<file path="src/rtl/div_pkg.sv">
// Shared types and constants for the sequential restoring divider.
package div_pkg;
  localparam int WIDTH_DEF = 7;

  typedef enum logic [1:0] {IDLE, CALC, DONE} state_t;

  function automatic int cnt_width(input int w);
    return $clog2(w + 1);
  endfunction

  localparam int CNT_W = cnt_width(WIDTH_DEF);
endpackage

</file>
<file path="src/rtl/div_step.sv">
// One combinational restoring-division step: shift in a dividend bit, trial-subtract the divisor.
module div_step
  import div_pkg::*;
#(
  parameter int WIDTH = WIDTH_DEF
) (
  input  logic [WIDTH:0]   i_r,
  input  logic             i_bit,
  input  logic [WIDTH-1:0] i_div,
  output logic [WIDTH:0]   o_r,
  output logic             o_q
);
  logic [WIDTH:0] w_t;
  logic           w_unused;

  // R never exceeds the divisor on a fitting quotient, so its top bit is dropped by the shift.
  assign w_t      = {i_r[WIDTH-1:0], i_bit};
  assign w_unused = i_r[WIDTH];

  always_comb begin
    o_r = w_t;
    o_q = 1'b0;
    if (w_t >= {1'b0, i_div}) begin
      o_r = w_t - {1'b0, i_div};
      o_q = 1'b1;
    end
  end
endmodule

</file>
<file path="src/rtl/div_14_7_seq.sv">
// Sequential 2W/W unsigned restoring divider with valid/ready handshakes, one quotient bit per cycle.
// Define DIV_FAST_EXIT_EN to send divide-by-zero and overflow operations straight to DONE.
module div_14_7_seq
  import div_pkg::*;
#(
  parameter int WIDTH = WIDTH_DEF
) (
  input  logic                 clk,
  input  logic                 rst_n,
  input  logic                 in_valid,
  output logic                 in_ready,
  input  logic [2*WIDTH-1:0]   dividend,
  input  logic [WIDTH-1:0]     divisor,
  output logic                 out_valid,
  input  logic                 out_ready,
  output logic [WIDTH-1:0]     quotient,
  output logic [WIDTH-1:0]     remainder,
  output logic                 ovf,
  output logic                 dbz
);
  localparam int CW = cnt_width(WIDTH);

  state_t           r_state;
  state_t           w_state_nxt;
  logic [CW-1:0]    r_cnt;
  logic [WIDTH:0]   r_rem;
  logic [WIDTH-1:0] r_shift;
  logic [WIDTH-1:0] r_q;
  logic [WIDTH-1:0] r_div;
  logic [WIDTH-1:0] r_lo;
  logic             r_exc_ovf;
  logic             r_exc_dbz;
  logic [WIDTH-1:0] r_quo_o;
  logic [WIDTH-1:0] r_rem_o;
  logic             r_ovf_o;
  logic             r_dbz_o;

  logic             w_take_in;
  logic             w_last;
  logic             w_dbz_in;
  logic             w_ovf_in;
  logic [WIDTH:0]   w_step_r;
  logic             w_step_q;

  function automatic logic [WIDTH-1:0] sat_quotient();
    return '1;
  endfunction

  function automatic logic [WIDTH-1:0] sat_remainder(input logic is_dbz,
                                                     input logic [WIDTH-1:0] lo);
    return is_dbz ? lo : '0;
  endfunction

  assign w_take_in = (r_state == IDLE) && in_valid;
  assign w_last    = (r_cnt == CW'(WIDTH - 1));
  assign w_dbz_in  = (divisor == '0);
  assign w_ovf_in  = !w_dbz_in && (dividend[2*WIDTH-1:WIDTH] >= divisor);

  assign in_ready  = rst_n && (r_state == IDLE);
  assign out_valid = (r_state == DONE);
  assign quotient  = r_quo_o;
  assign remainder = r_rem_o;
  assign ovf       = r_ovf_o;
  assign dbz       = r_dbz_o;

  div_step #(.WIDTH(WIDTH)) u_step (
    .i_r   (r_rem),
    .i_bit (r_shift[WIDTH-1]),
    .i_div (r_div),
    .o_r   (w_step_r),
    .o_q   (w_step_q)
  );

  always_comb begin
    w_state_nxt = r_state;
    case (r_state)
      IDLE: begin
        if (in_valid) begin
`ifdef DIV_FAST_EXIT_EN
          w_state_nxt = (w_dbz_in || w_ovf_in) ? DONE : CALC;
`else
          w_state_nxt = CALC;
`endif
        end
      end
      CALC:    if (w_last)    w_state_nxt = DONE;
      DONE:    if (out_ready) w_state_nxt = IDLE;
      default: w_state_nxt = IDLE;
    endcase
  end

  // Control: state and iteration counter
  always_ff @(posedge clk or negedge rst_n) begin
    if (!rst_n) begin
      r_state <= IDLE;
      r_cnt   <= '0;
    end else begin
      r_state <= w_state_nxt;
      if (w_take_in)              r_cnt <= '0;
      else if (r_state == CALC)   r_cnt <= r_cnt + CW'(1);
    end
  end

  // Working datapath: operand capture and one restoring step per CALC cycle
  always_ff @(posedge clk) begin
    if (w_take_in) begin
      r_rem     <= {1'b0, dividend[2*WIDTH-1:WIDTH]};
      r_shift   <= dividend[WIDTH-1:0];
      r_lo      <= dividend[WIDTH-1:0];
      r_div     <= divisor;
      r_q       <= '0;
      r_exc_dbz <= w_dbz_in;
      r_exc_ovf <= w_ovf_in;
    end else if (r_state == CALC) begin
      r_rem   <= w_step_r;
      r_shift <= r_shift << 1;
      r_q     <= {r_q[WIDTH-2:0], w_step_q};
    end
  end

  // Result registers: loaded only on entry to DONE, held through and after the output handshake
  always_ff @(posedge clk or negedge rst_n) begin
    if (!rst_n) begin
      r_quo_o <= '0;
      r_rem_o <= '0;
      r_ovf_o <= 1'b0;
      r_dbz_o <= 1'b0;
    end else begin
`ifdef DIV_FAST_EXIT_EN
      if (w_take_in && (w_dbz_in || w_ovf_in)) begin
        r_quo_o <= sat_quotient();
        r_rem_o <= sat_remainder(w_dbz_in, dividend[WIDTH-1:0]);
        r_ovf_o <= w_ovf_in;
        r_dbz_o <= w_dbz_in;
      end
`endif
      if ((r_state == CALC) && w_last) begin
        r_ovf_o <= r_exc_ovf;
        r_dbz_o <= r_exc_dbz;
        if (r_exc_dbz || r_exc_ovf) begin
          r_quo_o <= sat_quotient();
          r_rem_o <= sat_remainder(r_exc_dbz, r_lo);
        end else begin
          r_quo_o <= {r_q[WIDTH-2:0], w_step_q};
          r_rem_o <= w_step_r[WIDTH-1:0];
        end
      end
    end
  end
endmodule
</file>
<file path="config.mk">
export PLATFORM = sky130hd
export DESIGN_NAME = div_14_7_seq
export DESIGN_NICKNAME = d
export VERILOG_FILES = /design/src/rtl/div_pkg.sv /design/src/rtl/div_step.sv /design/src/rtl/div_14_7_seq.sv
export SDC_FILE = /design/constraint.sdc
export NUM_CORES = 1
export LEC_CHECK = 0
export BUFFER_PORTS_ARGS = -buffer_cell sky130_fd_sc_hd__buf_2
export CORE_MARGIN = 3
export CORE_UTILIZATION = 51
export CTS_CLUSTER_DIAMETER = 30
export CTS_CLUSTER_SIZE = 30
export DETAILED_ROUTE_END_ITERATION = 8
export PLACE_DENSITY = 0.83
export SYNTH_ARGS = -nofsm -noshare
export SYNTH_HDL_FRONTEND = slang
export SYNTH_SLANG_ARGS = --single-unit
</file>
<file path="constraint.sdc">
create_clock -name clk -period 1.9 [get_ports clk]
set_input_delay 0 -clock clk [delete_from_list [all_inputs] [get_ports clk]]
set_output_delay 0 -clock clk [all_outputs]
set_load 0.02 [all_outputs]
</file>
==> flow_summary.json <==
{
  "status": "finished, violations left",
  "violations": "negative setup slack",
  "die_h_um": 81.4,
  "hpwl_um": 5120,
  "setup_ws_ns": -0.319,
  "seqPwrFrac_pct": 30.7,
  "crit_path_max_fanout": 5,
  "crit_path_end_kind": "flip-flop",
  "min_period_over_period_pct": 117,
  "synth.cell_area_mm2": 0.00290,
  "root_buffer": "clkbuf_8",
  "p_clk_share_pct": 17.2,
  "first_iter_violations": 295,
  "n_antenna_cell": 0,
  "syn-instance-count": 283,
  "avgViaCountPerCell": 5.70,
  "dp_worst_setup_slack_ns": -0.167,
  "worst_hold_path_type": "input port to flip-flop",
  "fmax_ghz": 0.451,
  "crit_buf_inv": 2,
  "final_antenna_net_count": 0,
  "hold_viol": 0,
  "fill_cells": 316,
  "r2r_start": "r_shift[6]$_DFFE_PP_",
  "die_w_um": 81.4,
  "r2r_cells": 9,
  "path_cells": "inv_1, ha_2, fa_2, nand2b_4, a21oi_4, o31a_1, buf_6, nor4_2, a311oi_1",
  "synthDistinctLibCells": 47,
  "cts_sinks": 57,
  "setup.worst_path.end": "r_rem[1]$_DFFE_PP_",
  "synth-async-reset-ratio_pct": 36.8,
  "ys_ff_latch": 57,
  "synth-seq-area-share_pct": 53.4,
  "ys_warn_count": 0,
  "setup.worst_path.start_class": "flip-flop",
  "cts_made_buffers": 9,
  "htreeDepth": 3,
  "dr.pass1.iters": 6,
  "r2r_slack_ns": -0.32,
  "grt_pass1_wl_um": 12600,
  "synthTopCellsByArea": "edfxtp_1 (31%), dfrtp_1 (18%), ha_1 (6.9%), nand2_1 (5.4%), dfxtp_1 (4.1%)",
  "finalSetupViolCount": 16,
  "cpPeakStageDelay_ns": 0.35,
  "antenna_found_initial": 0,
  "final_nets": 421,
  "fp-row-count": 26,
  "drv_cap": 0,
  "p_per_area_mw_per_mm2": 1800,
  "vdd_drop_max_v": 0.000916,
  "grt_pass1_vias": 2590,
  "start_util_pct": 54.6,
  "layout-drive-gt1-share_pct": 32.8,
  "critPathKind": "flip-flop to flip-flop",
  "p_leak_nw": 1.82,
  "p_comb_share_pct": 52.1,
  "syn_avg_cell_area_um2": 10.2,
  "slew_viol_final": 0,
  "place_area_mm2": 0.00337,
  "switchingPower_w": 0.00286,
  "swShare_pct": 39.9,
  "finalClockSkew_ns": 0.00775,
  "clkTransAtPathRegs_ns": 0.07,
  "vias": 2590,
  "design_area_mm2": 0.00397,
  "crit_path_start": "r_shift[6]$_DFFE_PP_",
  "grt_max_degree": 22,
  "die_area_mm2": 0.00662,
  "clk_latency_ns": 0.35,
  "track_usage_pct": 26.3,
  "internal_power_w": 0.00430,
  "core_area_mm2": 0.00530,
  "cts_tree": "built",
  "area_delta_synth_final_pct": 37.0,
  "fin_crit_ns": 2.22,
  "routed_wl_um": 7960,
  "critPathSlowestCell": "fa_2",
  "gr-total-overflow": 0,
  "worstMarginPinSlew_ns": 0.782,
  "crit_cells": 9,
  "io_pins": 43,
  "yosys.area.top_type": "edfxtp_1",
  "dominantRegCellSynth": "edfxtp_1",
  "required_ns": 2.05,
  "routabilityCongestion": 0.913,
  "clockBufferDepth": 2,
  "port_buffers": 42,
  "synth-edff-count": 30,
  "yosysTopAreaCellShare_pct": 31.1,
  "drc": 0,
  "rsz0062_at_grt": "yes",
  "reg2reg_to": "r_rem[1]$_DFFE_PP_",
  "whs_ns": 0.0139,
  "syn_nets": 325,
  "crit_family": "compound AO/OA/AOI/OAI gates",
  "slew_headroom_pct": 47.8,
  "routedWlPerCell_um": 17.5,
  "arrival_ns": 2.37
}
[cells in the final DEF (no fill, tap or decap), types with 3 or more instances in the layout]
master / n
a21oi_1: 16
a22o_1: 6
a31oi_1: 5
buf_2: 42
buf_4: 32
buf_6: 7
clkbuf_1: 3
clkbuf_16: 3
clkbuf_8: 10
dfrtp_1: 21
dfxtp_1: 6
dlygate4sd3_1: 17
edfxtp_1: 30
ha_1: 15
inv_1: 20
mux2_2: 3
nand2_1: 41
nand2b_1: 5
nand3_1: 4
nor2_1: 27
nor3_1: 3
nor3_2: 3
o21ai_0: 13
o21ai_2: 3
o31ai_1: 5
[state kept, by name, summed over array words and instances, names as in the netlist]
signal / cells
r_cnt: 3
r_rem: 7
ovf: 1
r_shift: 7
r_div: 7
r_lo: 7
remainder: 7
r_state: 2
dbz: 1
quotient: 7
r_exc_ovf: 1
r_q: 6
r_exc_dbz: 1
[power groups by stage]
stage          sequential [W]  clock [W]  combinational, W
3_3_place_gp          0.00219          0           0.00284
3_5_place_dp          0.00221          0           0.00295
4_1_cts               0.00219    0.00122           0.00338
2_1_floorplan         0.00233          0           0.00178
5_1_grt               0.00225    0.00128           0.00401
6_report              0.00219    0.00123           0.00373
[metal layers]
metal / vias to the layer above / global-route usage (%) / share of wire, %
li1: 1201 / - / -
met1: 1221 / 30.6 / 39
met2: 135 / 43.2 / 50
met3: 31 / 8.43 / 7.0
met4: 2 / 13.7 / 3.5
met5: - / 0 / 0.24
[Yosys cell counts, drive strengths merged, types with 7 or more instances]
cell and n:
nand2b 7, nor2 27, buf 8, dfrtp 21
ha 16, o31ai 8, a21oi 18, o21ai 18
inv 20, edfxtp 30, nand2 42
[through the flow]
stage,TNS [ns],std cells,utilization (%),power [W]
after CTS,-1.90,450,73.5,0.00680
final,-3.50,454,74.9,0.00715
after floorplan,-0.0343,283,-,0.00411
after detailed placement,-1.70,411,63.6,0.00516
after global placement,-0.506,411,63.6,0.00502
after global routing,-4.26,454,74.9,0.00754
[final cells by class]
type                    instances  area, µm²  share of cell area (%)
repair buffers                 98        699                    17.6
inverters                      20       75.1                    1.89
flip-flops and latches         57       1550                    39.0
clock buffers                  16        224                    5.64
multi-input cells             193       1340                    33.7
well taps                      70       87.6                    2.21
[logic make-up after synthesis]
logic type                 Yosys count  share of synthesized area, %
AOI/OAI and AO/OA                   70                          16.1
buffers and inverters               33                          5.09
and+or+nand+nor                     99                          15.4
xor gates and xnor gates             3                         0.907
muxes                                4                          1.51
adders and majority gates           17                          7.60
DFF                                 57                          53.4
[timing repair]
action / CTS / global route
pin swaps: 13 / 10
setup buffers: 6 / 4
endpoints found under the hold margin: 45 / 0
setup endpoints to repair: 16 / 16
hold buffers: 17 / 0
resized for setup: 24 / 9
[worst min-delay path by stage]
stage	from	slack [ns]	end	cells past startpoint
final	in_valid	0.01	r_shift[0]$_SDFFCE_PN0P_	2
after global routing	in_valid	0.03	r_shift[0]$_SDFFCE_PN0P_	2
after CTS	in_valid	0.01	r_shift[0]$_SDFFCE_PN0P_	2
after detailed placement	rst_n	0.03	quotient[6]$_DFFE_PN0P_	2
after global placement	rst_n	0.02	quotient[6]$_DFFE_PN0P_	2
after floorplan	rst_n	-0.30	dbz$_DFFE_PN0P_	0
Power figures use the tool's default switching activity.
